**src/rtl/cv32e40x_pkg.sv**
```systemverilog
// Shared types and constants for the debug trace transmitter: record layout,
// FSM state encoding and header byte bit positions.
package cv32e40x_pkg;

  typedef logic [4:0] rf_addr_t;

  typedef struct packed {
    logic [31:0] instr;
    logic        is_compressed;
    logic        rf_we;
    rf_addr_t    rf_waddr;
    logic        illegal_insn;
  } dbg_trace_rec_t;

  typedef enum logic [1:0] {
    TRACE_IDLE    = 2'd0,
    TRACE_HDR     = 2'd1,
    TRACE_PAYLOAD = 2'd2
  } dbg_trace_state_e;

  localparam int unsigned TRACE_HDR_ILLEGAL_BIT    = 7;
  localparam int unsigned TRACE_HDR_COMPRESSED_BIT = 6;
  localparam int unsigned TRACE_HDR_RF_WE_BIT      = 5;
  localparam int unsigned TRACE_HDR_WADDR_LSB      = 0;

  function automatic logic [7:0] trace_hdr(dbg_trace_rec_t rec);
    logic [7:0] h;
    h = '0;
    h[TRACE_HDR_ILLEGAL_BIT]          = rec.illegal_insn;
    h[TRACE_HDR_COMPRESSED_BIT]       = rec.is_compressed;
    h[TRACE_HDR_RF_WE_BIT]            = rec.rf_we;
    h[TRACE_HDR_WADDR_LSB +: 5]       = rec.rf_waddr;
    return h;
  endfunction

endpackage

```
**src/rtl/cv32e40x_dbg_trace_tx_if.sv**
```systemverilog
// Retired-instruction input and byte-stream output of the trace transmitter.
// Byte stream: a byte transfers on a cycle with tx_valid_o=1 and tx_ready_i=1;
// once tx_valid_o rises, data/last hold and valid stays high until that transfer.
interface cv32e40x_dbg_trace_tx_if;
  import cv32e40x_pkg::*;

  logic        trace_valid_i;
  logic [31:0] instr_i;
  logic        is_compressed_i;
  logic        rf_we_i;
  rf_addr_t    rf_waddr_i;
  logic        illegal_insn_i;
  logic        tx_valid_o;
  logic        tx_ready_i;
  logic [7:0]  tx_data_o;
  logic        tx_last_o;

  modport master (
    output trace_valid_i, instr_i, is_compressed_i, rf_we_i, rf_waddr_i,
           illegal_insn_i, tx_ready_i,
    input  tx_valid_o, tx_data_o, tx_last_o
  );

  modport slave (
    input  trace_valid_i, instr_i, is_compressed_i, rf_we_i, rf_waddr_i,
           illegal_insn_i, tx_ready_i,
    output tx_valid_o, tx_data_o, tx_last_o
  );

endinterface

```
**src/rtl/cv32e40x_dbg_trace_fifo.sv**
```systemverilog
// Record FIFO for the trace transmitter; extra pointer bit tells full from empty.
module cv32e40x_dbg_trace_fifo
  import cv32e40x_pkg::*;
#(
  parameter int unsigned DEPTH = 4
) (
  input  logic                       clk,
  input  logic                       rst,
  input  logic                       clear,
  input  logic                       push,
  input  dbg_trace_rec_t             wdata,
  input  logic                       pop,
  output dbg_trace_rec_t             rdata,
  output logic                       full,
  output logic                       empty,
  output logic [$clog2(DEPTH):0]     count
);

  localparam int unsigned AW = $clog2(DEPTH);

  dbg_trace_rec_t mem [DEPTH];
  logic [AW:0]    wr_ptr;
  logic [AW:0]    rd_ptr;

  always_ff @(posedge clk or posedge rst) begin
    if (rst) begin
      wr_ptr <= '0;
      rd_ptr <= '0;
    end else if (clear) begin
      wr_ptr <= '0;
      rd_ptr <= '0;
    end else begin
      if (push) wr_ptr <= wr_ptr + 1'b1;
      if (pop)  rd_ptr <= rd_ptr + 1'b1;
    end
  end

  // Push while full is only issued alongside a pop, so overwriting the head
  // slot is safe: the head is read out combinationally before the edge.
  always_ff @(posedge clk) begin
    if (push) mem[wr_ptr[AW-1:0]] <= wdata;
  end

  assign rdata = mem[rd_ptr[AW-1:0]];
  assign empty = (wr_ptr == rd_ptr);
  assign full  = (wr_ptr[AW] != rd_ptr[AW]) && (wr_ptr[AW-1:0] == rd_ptr[AW-1:0]);
  assign count = wr_ptr - rd_ptr;

endmodule

```
**src/rtl/cv32e40x_dbg_trace_tx.sv**
```systemverilog
// Debug trace transmitter: queues retired-instruction records and serializes
// each as a header byte followed by 2 or 4 instruction bytes, LSB first.
module cv32e40x_dbg_trace_tx
  import cv32e40x_pkg::*;
#(
  parameter int unsigned DEPTH = 4
) (
  input  logic                   clk,
  input  logic                   rst,
  input  logic                   clear_i,
  cv32e40x_dbg_trace_tx_if.slave trace_if,
  output logic                   overflow_o,
  output logic [7:0]             drop_cnt_o,
  output dbg_trace_state_e       dbg_state_o
);

  localparam int unsigned CW = $clog2(DEPTH) + 1;

  dbg_trace_state_e state_q, state_d;
  logic [1:0]       idx_q, idx_d;
  dbg_trace_rec_t   in_rec, head;
  logic             full, empty, more;
  logic [CW-1:0]    fifo_count;
  logic             tx_valid, tx_last, hs, pop, push, drop;
  logic [7:0]       tx_data;

  assign in_rec.instr         = trace_if.instr_i;
  assign in_rec.is_compressed = trace_if.is_compressed_i;
  assign in_rec.rf_we         = trace_if.rf_we_i;
  assign in_rec.rf_waddr      = trace_if.rf_waddr_i;
  assign in_rec.illegal_insn  = trace_if.illegal_insn_i;

  assign tx_valid = (state_q != TRACE_IDLE);
  assign hs       = tx_valid && trace_if.tx_ready_i;
  assign pop      = hs && tx_last;
  // A slot freed by this cycle's final byte may be refilled in the same cycle.
  assign push     = trace_if.trace_valid_i && !clear_i && (!full || pop);
  assign drop     = trace_if.trace_valid_i && !clear_i && full && !pop;
  assign more     = fifo_count > CW'(1);

  cv32e40x_dbg_trace_fifo #(.DEPTH(DEPTH)) u_fifo (
    .clk   (clk),
    .rst   (rst),
    .clear (clear_i),
    .push  (push),
    .wdata (in_rec),
    .pop   (pop),
    .rdata (head),
    .full  (full),
    .empty (empty),
    .count (fifo_count)
  );

  always_comb begin
    tx_data = '0;
    tx_last = 1'b0;
    case (state_q)
      TRACE_HDR:     tx_data = trace_hdr(head);
      TRACE_PAYLOAD: begin
        tx_data = head.instr[{idx_q, 3'b000} +: 8];
        tx_last = head.is_compressed ? (idx_q == 2'd1) : (idx_q == 2'd3);
      end
      default: ;
    endcase
  end

  always_comb begin
    state_d = state_q;
    idx_d   = idx_q;
    if (clear_i) begin
      state_d = TRACE_IDLE;
      idx_d   = '0;
    end else begin
      case (state_q)
        TRACE_IDLE: if (push || !empty) state_d = TRACE_HDR;
        TRACE_HDR: if (hs) begin
          state_d = TRACE_PAYLOAD;
          idx_d   = '0;
        end
        TRACE_PAYLOAD: if (hs) begin
          if (tx_last) state_d = (more || push) ? TRACE_HDR : TRACE_IDLE;
          else         idx_d   = idx_q + 2'd1;
        end
        default: state_d = TRACE_IDLE;
      endcase
    end
  end

  always_ff @(posedge clk or posedge rst) begin
    if (rst) begin
      state_q <= TRACE_IDLE;
      idx_q   <= '0;
    end else begin
      state_q <= state_d;
      idx_q   <= idx_d;
    end
  end

  always_ff @(posedge clk or posedge rst) begin
    if (rst) begin
      overflow_o <= 1'b0;
      drop_cnt_o <= '0;
    end else if (clear_i) begin
      overflow_o <= 1'b0;
      drop_cnt_o <= '0;
    end else if (drop) begin
      overflow_o <= 1'b1;
      if (drop_cnt_o != 8'hFF) drop_cnt_o <= drop_cnt_o + 8'd1;
    end
  end

  assign trace_if.tx_valid_o = tx_valid;
  assign trace_if.tx_data_o  = tx_data;
  assign trace_if.tx_last_o  = tx_last;
  assign dbg_state_o         = state_q;

endmodule

```
**src/flat_wrapper.sv**
```systemverilog
// flat-port wrapper written by rule: the top's interface ports become plain ports
module cv32e40x_dbg_trace_tx_flat import cv32e40x_pkg::*;
#(
  parameter int unsigned DEPTH = 4
)
  (clk, rst, clear_i, overflow_o, drop_cnt_o, dbg_state_o, trace_if_trace_valid_i, trace_if_instr_i, trace_if_is_compressed_i, trace_if_rf_we_i, trace_if_rf_waddr_i, trace_if_illegal_insn_i, trace_if_tx_ready_i, trace_if_tx_valid_o, trace_if_tx_data_o, trace_if_tx_last_o);
  cv32e40x_dbg_trace_tx_if trace_if_i ();
  input  logic clk;
  input  logic rst;
  input  logic clear_i;
  output logic overflow_o;
  output logic [7:0] drop_cnt_o;
  output dbg_trace_state_e dbg_state_o;
  input wire logic [$bits(trace_if_i.trace_valid_i)-1:0] trace_if_trace_valid_i;
  input wire logic [$bits(trace_if_i.instr_i)-1:0] trace_if_instr_i;
  input wire logic [$bits(trace_if_i.is_compressed_i)-1:0] trace_if_is_compressed_i;
  input wire logic [$bits(trace_if_i.rf_we_i)-1:0] trace_if_rf_we_i;
  input wire logic [$bits(trace_if_i.rf_waddr_i)-1:0] trace_if_rf_waddr_i;
  input wire logic [$bits(trace_if_i.illegal_insn_i)-1:0] trace_if_illegal_insn_i;
  input wire logic [$bits(trace_if_i.tx_ready_i)-1:0] trace_if_tx_ready_i;
  output wire logic [$bits(trace_if_i.tx_valid_o)-1:0] trace_if_tx_valid_o;
  output wire logic [$bits(trace_if_i.tx_data_o)-1:0] trace_if_tx_data_o;
  output wire logic [$bits(trace_if_i.tx_last_o)-1:0] trace_if_tx_last_o;
  assign trace_if_i.trace_valid_i = trace_if_trace_valid_i;
  assign trace_if_i.instr_i = trace_if_instr_i;
  assign trace_if_i.is_compressed_i = trace_if_is_compressed_i;
  assign trace_if_i.rf_we_i = trace_if_rf_we_i;
  assign trace_if_i.rf_waddr_i = trace_if_rf_waddr_i;
  assign trace_if_i.illegal_insn_i = trace_if_illegal_insn_i;
  assign trace_if_i.tx_ready_i = trace_if_tx_ready_i;
  assign trace_if_tx_valid_o = trace_if_i.tx_valid_o;
  assign trace_if_tx_data_o = trace_if_i.tx_data_o;
  assign trace_if_tx_last_o = trace_if_i.tx_last_o;
  cv32e40x_dbg_trace_tx #(.DEPTH(DEPTH)) u_core (.clk(clk), .rst(rst), .clear_i(clear_i), .trace_if(trace_if_i), .overflow_o(overflow_o), .drop_cnt_o(drop_cnt_o), .dbg_state_o(dbg_state_o));
endmodule
```
**config.mk**
```make
export PLATFORM = sky130hd
export DESIGN_NAME = cv32e40x_dbg_trace_tx_flat
export DESIGN_NICKNAME = d
export VERILOG_FILES = /design/src/rtl/cv32e40x_pkg.sv /design/src/rtl/cv32e40x_dbg_trace_tx_if.sv /design/src/rtl/cv32e40x_dbg_trace_fifo.sv /design/src/rtl/cv32e40x_dbg_trace_tx.sv /design/src/flat_wrapper.sv
export SDC_FILE = /design/constraint.sdc
export NUM_CORES = 1
export LEC_CHECK = 0
export ABC_AREA = 1
export CORE_MARGIN = 2
export CORE_UTILIZATION = 45
export CTS_CLUSTER_DIAMETER = 150
export DETAILED_ROUTE_END_ITERATION = 10
export GPL_ROUTABILITY_DRIVEN = 0
export PLACE_DENSITY = 0.73
export SETUP_SLACK_MARGIN = 0.3
export SYNTH_ARGS = -nofsm -noshare
export SYNTH_HDL_FRONTEND = slang
export SYNTH_SLANG_ARGS = --single-unit
```
**constraint.sdc**
```tcl
create_clock -name clk -period 4.7 [get_ports clk]
set_input_delay 0.94 -clock clk [delete_from_list [all_inputs] [get_ports clk]]
set_output_delay 0.94 -clock clk [all_outputs]
set_load 0.05 [all_outputs]
```
==> results of run 1 <==
## layer usage
layer | wire length, µm | part of all wire [%] | vias up
met5 | 0 | 0 | -
met4 | 571 | 3.4 | 0
met3 | 1370 | 8.1 | 41
met2 | 8090 | 48 | 276
met1 | 6830 | 41 | 2488
li1 | - | - | 2362
## stage by stage
| step | total power (W) | instance area (µm²) | utilization, % | hold WS (ns) | setup slack, ns |
|---|---|---|---|---|---|
| after floorplan | 0.00218 | 7520 | - | 0.460 | 0.638 |
| after global placement | 0.00238 | 8420 | 51.1 | 0.471 | 0.804 |
| after detailed placement | 0.00239 | 8420 | 51.1 | 0.479 | 0.807 |
| after CTS | 0.00379 | 9000 | 54.7 | 0.493 | 0.314 |
| after global routing | 0.00390 | 9010 | 54.7 | 0.513 | 0.315 |
| final | 0.00377 | 9010 | 54.7 | 0.489 | 0.461 |
## state kept, by name, indices dropped and copies added (netlist names)
signal / cells
u_core.idx_q: 2
u_core.u_fifo.wr_ptr: 3
u_core.drop_cnt_o: 8
u_core.u_fifo.mem: 160
u_core.u_fifo.rd_ptr: 3
u_core.overflow_o: 1
u_core.dbg_state_o: 2
## area by class of cell
| type | count | area, µm² | area share (%) |
|---|---|---|---|
| Sequential cell | 179 | 5280 | 58.6 |
| Timing Repair Buffer | 73 | 727 | 8.07 |
| Clock inverter | 14 | 160 | 1.78 |
| Inverter | 28 | 110 | 1.22 |
| Multi-Input combinational cell | 381 | 2030 | 22.5 |
| Tap cell | 220 | 275 | 3.05 |
| Clock buffer | 18 | 429 | 4.76 |
## timing repair
item,in CTS,in global routing
hold endpoints to repair,0,0
buffers inserted,0,0
hold buffers,0,0
setup endpoints to repair,0,8
resized for setup,0,3
## kinds of logic (layout without fill, tap and decap cells)
logic type | count (synthesis) | count (layout) | share of synthesized area, %
adders and majority gates | 14 | 14 | 2.43
xor gates and xnor gates | 5 | 5 | 0.582
buffers and inverters | 61 | 133 | 3.24
AOI/OAI and AO/OA | 148 | 148 | 11.1
and+or+nand+nor | 214 | 214 | 12.5
DFF | 179 | 179 | 70.2
## worst paths after layout
kind                                          from                  endpoint  slack, ns  depth (start not counted)
min reg2reg                      u_core.overflow_o         u_core.overflow_o       0.49                          1
min                              u_core.overflow_o         u_core.overflow_o       0.49                          1
max in group asynchronous                      rst   u_core.u_fifo.rd_ptr[1]       3.25                          2
max                        u_core.u_fifo.rd_ptr[1]     trace_if_tx_data_o[6]       0.46                          9
min in group asynchronous                      rst     u_core.dbg_state_o[0]       0.93                          2
max reg2reg                u_core.u_fifo.rd_ptr[1]  u_core.u_fifo.mem[1][21]       1.59                          9
## layout by cell type (no fill, tap or decap), types with 12 or more instances in the layout
master and count:
nor2_1 94, a21oi_1 12, nand2_1 67, dfrtp_1 17
edfxtp_1 160, o21ai_0 82, ha_1 13, inv_1 27
o22ai_1 29, nand3_1 33, clkdlybuf4s50_1 65, clkbuf_16 17
## report_power, final
part,leakage [nW],switching (W),internal (W),total (W)
Clock,0.285,0.000579,0.000833,0.00141
Sequential,1.71,0.0000335,0.00179,0.00183
Combinational,1.20,0.000366,0.000167,0.000532
Total,3.19,0.000979,0.00279,0.00377
==> results.py, run 1 <==
metrics = {
    "cells_and_area": {
        "diodes": 0,
        "non_filler_instance_count_after_layout": 913,
        "area_growth_syn_to_layout_pct": 19.8,
        "number_of_fill_cells_in_the_layout": 1329,
        "final_layout_size_suffix_gt1_share_pct": 7.79,
        "fin_nets": 739,
    },
    "grt": {
        "grt_overflow_total": 0,
        "globalRouteMet3Util_pct": 4.95,
        "most_used_layer_global_route": "met2",
        "groute.layer.met1.usage_pct": 25.2,
        "grt_max_degree": 83,
        "grt_antenna_before_repair": 0,
        "first_global_vias": 5006,
        "grt_pass1_wl_um": 26700,
        "grt_util_met2_pct": 31.2,
        "global_route.usage.total_pct": 19.7,
    },
    "place": {
        "hpwl_um": 10500,
        "place.port_buffers": 65,
        "place.detailed.instances": 881,
    },
    "synth": {
        "yosysTopAreaCell": "edfxtp_1",
        "ys_seq_elements": 179,
        "synth.top_cells.by_count": "edfxtp_1, nor2_1, o21ai_0",
        "top_count_cell_post_synth": "edfxtp_1",
        "ys_dominant_reg_cell": "edfxtp_1",
        "synth_edf_count": 160,
        "netlist_area_um2": 7520,
        "syn-mean-instance-area_um2": 12.1,
        "syn_inst": 621,
        "synth_top_cell_area_share_pct": 63.9,
        "async_reset_ff_share_pct": 10.6,
        "seq_area_frac_synth_pct": 70.2,
        "yosys-top-cells-area": "edfxtp_1, dfrtp_1, o21ai_0, nor2_1, nand2_1",
        "postSynthNetCount": 680,
        "yosysWarnings": 0,
        "synthDistinctLibCells": 33,
    },
    "clock_tree": {
        "cts_num_sinks": 179,
        "cts.root.buffer_cell": "clkbuf_16",
        "clock_tree_from_tritoncts": "yes",
        "max-clock-path-buffers": 2,
        "cts-buffers-inserted": 17,
        "clock_tree.htree_level_count": 4,
        "worst_setup_hold_path_clk_slew_ns": 0.07,
        "clk-insertion-delay-late_ns": 0.43,
    },
    "floorplan": {
        "die-area_um2": 17800,
        "row_count": 47,
        "start_util_pct": 45.7,
        "die_w_um": 133,
        "core-area_um2": 16500,
        "die_h_um": 133,
        "ios": 66,
    },
    "sta": {
        "period_needed_ns": 4.24,
        "setup-violations-final": 0,
        "final-max-slew-violation-count": 0,
        "min_period_over_period_pct": 90.2,
        "fin_setup_tns_ns": 0,
        "maxClockFrequency_ghz": 0.236,
        "timing_worst_slew_pin_value_ns": 0.799,
        "worst_rel_slew_slack_pct": 46.7,
        "final-hold-violation-count": 0,
        "rsz0062_at_grt": "no",
        "timing.clock.skew_ns": 0.0106,
    },
    "setup_path": {
        "cp_cell_sequence": "inv_1 > buf_4 > o21ai_0 > o221ai_1 > o211ai_1 > nand3_1 > nand2_1 > a21oi_1 > clkdlybuf4s50_1",
        "cp_slowest_cell": "clkdlybuf4s50_1",
        "crit_path_launch_type": "register",
        "path_class": "register to output pin",
        "delay_of_the_slowest_cell_on_the_worst_path_ns": 0.86,
        "worst-endpoint-required_ns": 3.76,
        "timing.critical_path.arrival_ns": 3.30,
        "end_kind": "output pin",
        "cpLargestDelayFamily": "buffers and inverters",
        "path_max_fanout": 28,
        "cp_buf_inv_count": 3,
    },
    "run_status": {
        "run_status": "finished, final reports clean",
    },
    "detailed_routing": {
        "drt-initial-drc-count": 598,
        "routed_vias": 5167,
        "vias_per_cell": 5.66,
        "avgRoutedWirePerCell_um": 18.5,
        "ant_nets": 0,
        "detailedRoute.firstPassIterationCount": 5,
        "drt-total-wl_um": 16900,
        "post-route-drc-count": 0,
    },
    "pwr": {
        "cellPowerDensity_nw_per_um2": 419,
        "irDropWorstVdd_mv": 0.303,
        "power_leakage_nw": 3.19,
    },
    "worst_hold_path": {
        "min_path_type": "register to register",
    },
    "job": {
        "max_capacitance_violation_count": 0,
    },
}
No activity file was read; power rests on OpenSTA's default activity.
==> inputs of run 2 (changes only) <==
CORE_MARGIN = 1   (was 2)
==> run 2 against run 1 <==
  * Flip-flop and latch count is the same
  * Largest power group unchanged
  * Critical path depth is the same
  * Sequential power is essentially flat
  * Clock skew shrank 0.0048 ns
  * Non-clock buffer count grew 2
  * Hold slack lost 0.0066 ns
==> results.py, run 2 (synthesis gave the netlist of run 1 again) <==
metrics = {
    "run_status": {
        "run_status": "finished, final reports clean",
    },
    "detailed_routing": {
        "ant_nets": 0,
        "routed_vias": 5091,
        "drt-initial-drc-count": 481,
        "vias_per_cell": 5.59,
        "post-route-drc-count": 0,
        "detailedRoute.firstPassIterationCount": 7,
        "avgRoutedWirePerCell_um": 18.4,
        "drt-total-wl_um": 16700,
    },
    "cells_and_area": {
        "largest_register_ff_count": 160,
        "number_of_fill_cells_in_the_layout": 1311,
        "area_growth_syn_to_layout_pct": 20.1,
        "fin_nets": 741,
        "final_layout_size_suffix_gt1_share_pct": 7.48,
        "layout.cells.most_common_list": "edfxtp_1, nor2_1, o21ai_0",
        "final_std_cell_area_no_fill_um2": 9040,
        "diodes": 0,
        "mostFrequentLayoutCell": "edfxtp_1",
    },
    "sta": {
        "finalHoldWorstSlack_ns": 0.483,
        "period_needed_ns": 4.23,
        "setup-violations-final": 0,
        "maxClockFrequency_ghz": 0.236,
        "worst_rel_slew_slack_pct": 48.7,
        "fin_setup_tns_ns": 0,
        "final-hold-violation-count": 0,
        "timing.clock.skew_ns": 0.00577,
        "rsz0062_at_grt": "no",
        "timing_worst_slew_pin_value_ns": 0.768,
        "final-max-slew-violation-count": 0,
        "min_period_over_period_pct": 90.0,
    },
    "clock_tree": {
        "clk-insertion-delay-late_ns": 0.42,
        "cts_num_sinks": 179,
        "clock_tree_from_tritoncts": "yes",
        "max-clock-path-buffers": 2,
        "cts.root.buffer_cell": "clkbuf_16",
        "clock_tree.htree_level_count": 4,
        "cts.repair_timing.setup_buffer_count": 0,
        "worst_setup_hold_path_clk_slew_ns": 0.06,
        "cts-buffers-inserted": 17,
    },
    "setup_path": {
        "timing.reg2reg.setup_slack_ns": 1.49,
        "cpLargestDelayFamily": "buffers and inverters",
        "cp_buf_inv_count": 3,
        "worst-endpoint-required_ns": 3.76,
        "delay_of_the_slowest_cell_on_the_worst_path_ns": 0.83,
        "end_kind": "output pin",
        "cp_cell_sequence": "inv_1 > buf_4 > o21ai_0 > o22ai_1 > o211ai_1 > nand3_1 > nand2_1 > a21oi_1 > clkdlybuf4s50_1",
        "cp_slowest_cell": "clkdlybuf4s50_1",
        "crit_path_launch_type": "register",
        "path_max_fanout": 30,
        "path_class": "register to output pin",
        "timing.critical_path.arrival_ns": 3.29,
    },
    "floorplan": {
        "die-area_um2": 17200,
        "die_h_um": 131,
        "start_util_pct": 46.7,
        "core-area_um2": 16100,
        "ios": 66,
        "die_w_um": 131,
        "row_count": 46,
    },
    "pwr": {
        "cellPowerDensity_nw_per_um2": 426,
        "power_leakage_nw": 3.21,
        "irDropWorstVdd_mv": 0.291,
    },
    "place": {
        "hpwl_um": 10300,
        "placedInstanceArea_um2": 8410,
        "place.port_buffers": 65,
    },
    "grt": {
        "global_route.usage.total_pct": 20.4,
        "grt_overflow_total": 0,
        "grt_pass1_wl_um": 27000,
        "grt_antenna_before_repair": 0,
        "first_global_vias": 5105,
        "grt_max_degree": 83,
    },
    "worst_hold_path": {
        "min_path_type": "register to register",
    },
    "job": {
        "max_capacitance_violation_count": 0,
    },
}
[run 2: changes by cell type in the layout (fill, tap and decap cells not counted)]
| cell | previous run | this run |
|---|---|---|
| buf_12 | 1 | 0 |
| inv_4 | 0 | 1 |
| dfrtp_1 | 17 | 18 |
| inv_6 | 3 | 1 |
| buf_4 | 6 | 9 |
| clkbuf_1 | 1 | 4 |
| bufinv_16 | 3 | 5 |
| inv_8 | 1 | 0 |
| dfrtp_2 | 2 | 1 |
| clkinv_2 | 3 | 1 |
| clkinvlp_4 | 2 | 1 |
[run 2: worst register-to-register path, delay by kind of cell, from the launching register on]
kind                   cells  cell delay (ns)
AND/OR/NAND/NOR            6             1.27
buffers and inverters      3             1.01
flip-flops                 1             0.57
[run 2: what timing repair did]
action                                  4_1_cts  5_1_grt
gates resized for setup                       0        1
hold buffers                                  0        0
endpoints found under the setup margin        0        6
[run 2: metal layers]
layer  vias up  track usage, %  share of wire [%]  wire length (µm)
met5         -               0                  0                 0
met4         0            8.33                2.0               327
met3        28            5.05                6.5              1080
met2       187            33.7                 50              8290
met1      2504            25.8                 42              7040
li1       2372               -                  -                 -
[run 2: worst paths after layout]
| check | endpoint | start | depth (start not counted) |
|---|---|---|---|
| worst max-delay path | trace_if_tx_data_o[3] | u_core.u_fifo.rd_ptr[1] | 9 |
| worst min-delay path | u_core.overflow_o | u_core.overflow_o | 1 |
| worst max register to register | u_core.u_fifo.mem[3][36] | u_core.u_fifo.rd_ptr[1] | 9 |
| worst min register to register | u_core.overflow_o | u_core.overflow_o | 1 |
| max in group asynchronous | u_core.u_fifo.rd_ptr[0] | rst | 2 |
| min in group asynchronous | u_core.drop_cnt_o[3] | rst | 2 |
[run 2: cell type report]
type / count / area (µm²) / share of cell area [%]
clock inverters: 11 / 183 / 2.02
multi-input cells: 381 / 2030 / 22.4
repair buffers: 75 / 729 / 8.07
clock buffers: 21 / 440 / 4.87
flip-flops and latches: 179 / 5280 / 58.4
well taps: 216 / 270 / 2.99
inverters: 28 / 108 / 1.19
[run 2: stage by stage]
step	std cells	utilization [%]	power, W	setup WS (ns)
detailed placement	879	52.2	0.00239	0.855
global placement	879	52.2	0.00238	0.896
finish	911	56.1	0.00385	0.471
CTS	911	56.1	0.00387	0.386
floorplan	621	-	0.00218	0.638
global route	911	56.1	0.00399	0.304
[run 2: power by group]
group / total, W / switching, W / internal, W
combinational: 0.000536 / 0.000369 / 0.000167
clock: 0.00149 / 0.000553 / 0.000938
sequential: 0.00183 / 0.0000328 / 0.00179
total: 0.00385 / 0.000954 / 0.00290
==> inputs of run 3 (changes only) <==
SETUP_SLACK_MARGIN = 0.5   (was 0.3)
==> run 3 against run 2 <==
  * Register-to-register slack about the same
  * Clock power hardly changed
  * Maximum frequency up 7.8%
  * Power barely moved
  * Via count about the same
  * Hold slack hardly changed
  * Non-clock buffer count did not move
  * Critical path type unchanged
  * Largest power group unchanged
==> results.py, run 3 (synthesis gave the netlist of run 1 again) <==
metrics = {
    "setup_path": {
        "timing.reg2reg.setup_slack_ns": 1.50,
        "cp_slowest_cell": "dfrtp_1",
        "crit_path_launch_type": "register",
        "cp_buf_inv_count": 3,
        "timing.critical_path.arrival_ns": 2.98,
        "worst-endpoint-required_ns": 3.76,
        "delay_of_the_slowest_cell_on_the_worst_path_ns": 0.56,
        "end_kind": "output pin",
        "cp_cell_sequence": "inv_1 > buf_4 > o21ai_0 > o22ai_1 > o211ai_1 > nand3_1 > nand2_1 > a21oi_1 > dlygate4sd2_1",
        "path_class": "register to output pin",
        "cpLargestDelayFamily": "buffers and inverters",
        "path_max_fanout": 30,
    },
    "clock_tree": {
        "clock_tree_from_tritoncts": "yes",
        "cts-buffers-inserted": 17,
        "clk-insertion-delay-late_ns": 0.42,
        "cts.repair_timing.setup_buffer_count": 0,
        "cts_num_sinks": 179,
        "clock_tree.htree_level_count": 4,
        "cts.root.buffer_cell": "clkbuf_16",
        "max-clock-path-buffers": 2,
        "cts-hold-fix-buffers": 0,
        "worst_setup_hold_path_clk_slew_ns": 0.06,
    },
    "detailed_routing": {
        "vias_per_cell": 5.59,
        "ant_nets": 0,
        "drt-initial-drc-count": 513,
        "detailedRoute.firstPassIterationCount": 7,
        "avgRoutedWirePerCell_um": 18.4,
        "post-route-drc-count": 0,
        "drt-total-wl_um": 16800,
        "routed_vias": 5093,
    },
    "grt": {
        "first_global_vias": 5107,
        "global_route.usage.total_pct": 20.4,
        "grt_overflow_total": 0,
        "grt_antenna_before_repair": 0,
        "grt_max_degree": 83,
        "grt_pass1_wl_um": 26900,
    },
    "pwr": {
        "power_leakage_nw": 3.34,
        "irDropWorstVdd_mv": 0.290,
        "cellPowerDensity_nw_per_um2": 425,
    },
    "run_status": {
        "run_status": "finished, final reports clean",
    },
    "place": {
        "place.port_buffers": 65,
        "place.detailed.instances": 879,
        "placedInstanceArea_um2": 8410,
        "hpwl_um": 10300,
        "pre_cts_ws_ns": 0.855,
    },
    "cells_and_area": {
        "final_std_cell_area_no_fill_um2": 9060,
        "non_filler_instance_count_after_layout": 911,
        "largest_register_ff_count": 160,
        "final_layout_size_suffix_gt1_share_pct": 7.63,
        "diodes": 0,
        "area_growth_syn_to_layout_pct": 20.4,
        "fin_nets": 741,
        "layout.cells.most_common_list": "edfxtp_1, nor2_1, o21ai_0",
        "mostFrequentLayoutCell": "edfxtp_1",
    },
    "sta": {
        "final-max-slew-violation-count": 0,
        "maxClockFrequency_ghz": 0.255,
        "finalHoldWorstSlack_ns": 0.483,
        "min_period_over_period_pct": 83.5,
        "worst_rel_slew_slack_pct": 48.8,
        "final-hold-violation-count": 0,
        "setup-violations-final": 0,
        "period_needed_ns": 3.92,
        "finalWorstSetupSlack_ns": 0.777,
        "timing.clock.skew_ns": 0.00567,
        "timing_worst_slew_pin_value_ns": 0.767,
        "rsz0062_at_grt": "no",
        "fin_setup_tns_ns": 0,
    },
    "floorplan": {
        "ios": 66,
        "die-area_um2": 17200,
        "die_h_um": 131,
        "core-area_um2": 16100,
        "start_util_pct": 46.7,
        "row_count": 46,
        "die_w_um": 131,
    },
    "worst_hold_path": {
        "min_path_type": "register to register",
    },
    "job": {
        "max_capacitance_violation_count": 0,
    },
}
[run 3: what timing repair did]
action / CTS / global route
gates cloned: 0 / 0
setup endpoints to repair: 6 / 7
resized for setup: 2 / 8
pin swaps: 0 / 0
[run 3: per-stage QoR]
| step | utilization, % | total power, W |
|---|---|---|
| after floorplan | - | 0.00218 |
| after global placement | 52.2 | 0.00238 |
| after CTS | 56.1 | 0.00387 |
| after detailed placement | 52.2 | 0.00239 |
| after global routing | 56.2 | 0.00398 |
| final | 56.2 | 0.00385 |
[run 3: layout make-up]
class                           instances  area [µm²]
Inverter                               28         108
Sequential cell                       179        5280
Clock buffer                           21         440
Fill cell                            1309        7060
Clock inverter                         11         183
Tap cell                              216         270
Timing Repair Buffer                   75         746
Multi-Input combinational cell        381        2030
[run 3: per-layer routing]
metal,up-vias,track usage (%),wire length [µm]
met3,24,5.05,1050
met2,181,33.7,8310
li1,2367,-,-
met4,0,8.33,288
met1,2521,25.8,7140
met5,-,0,0
[run 3: worst register-to-register path, cell delays in order (launching register included)]
cell and delay (ns):
dfrtp_1 0.56, inv_1 0.15, buf_4 0.35, nand3_2 0.20
nand3_2 0.14, nand4_4 0.13, nand2_4 0.11, nand2_2 0.18
nor2_4 0.50, buf_4 0.50
[run 3: final timing paths]
check                                             start                       end  cells after the start
worst max-delay path            u_core.u_fifo.rd_ptr[1]     trace_if_tx_data_o[3]                      9
worst min-delay path                  u_core.overflow_o         u_core.overflow_o                      1
worst max register to register  u_core.u_fifo.rd_ptr[1]  u_core.u_fifo.mem[3][36]                      9
worst min register to register        u_core.overflow_o         u_core.overflow_o                      1
max in group asynchronous                           rst   u_core.u_fifo.rd_ptr[0]                      2
min in group asynchronous                           rst      u_core.drop_cnt_o[3]                      2
[run 3: where the power goes]
group	internal [W]	switching (W)	total [W]
sequential	0.00179	0.0000325	0.00183
combinational	0.000164	0.000369	0.000533
clock	0.000938	0.000553	0.00149
total	0.00290	0.000955	0.00385
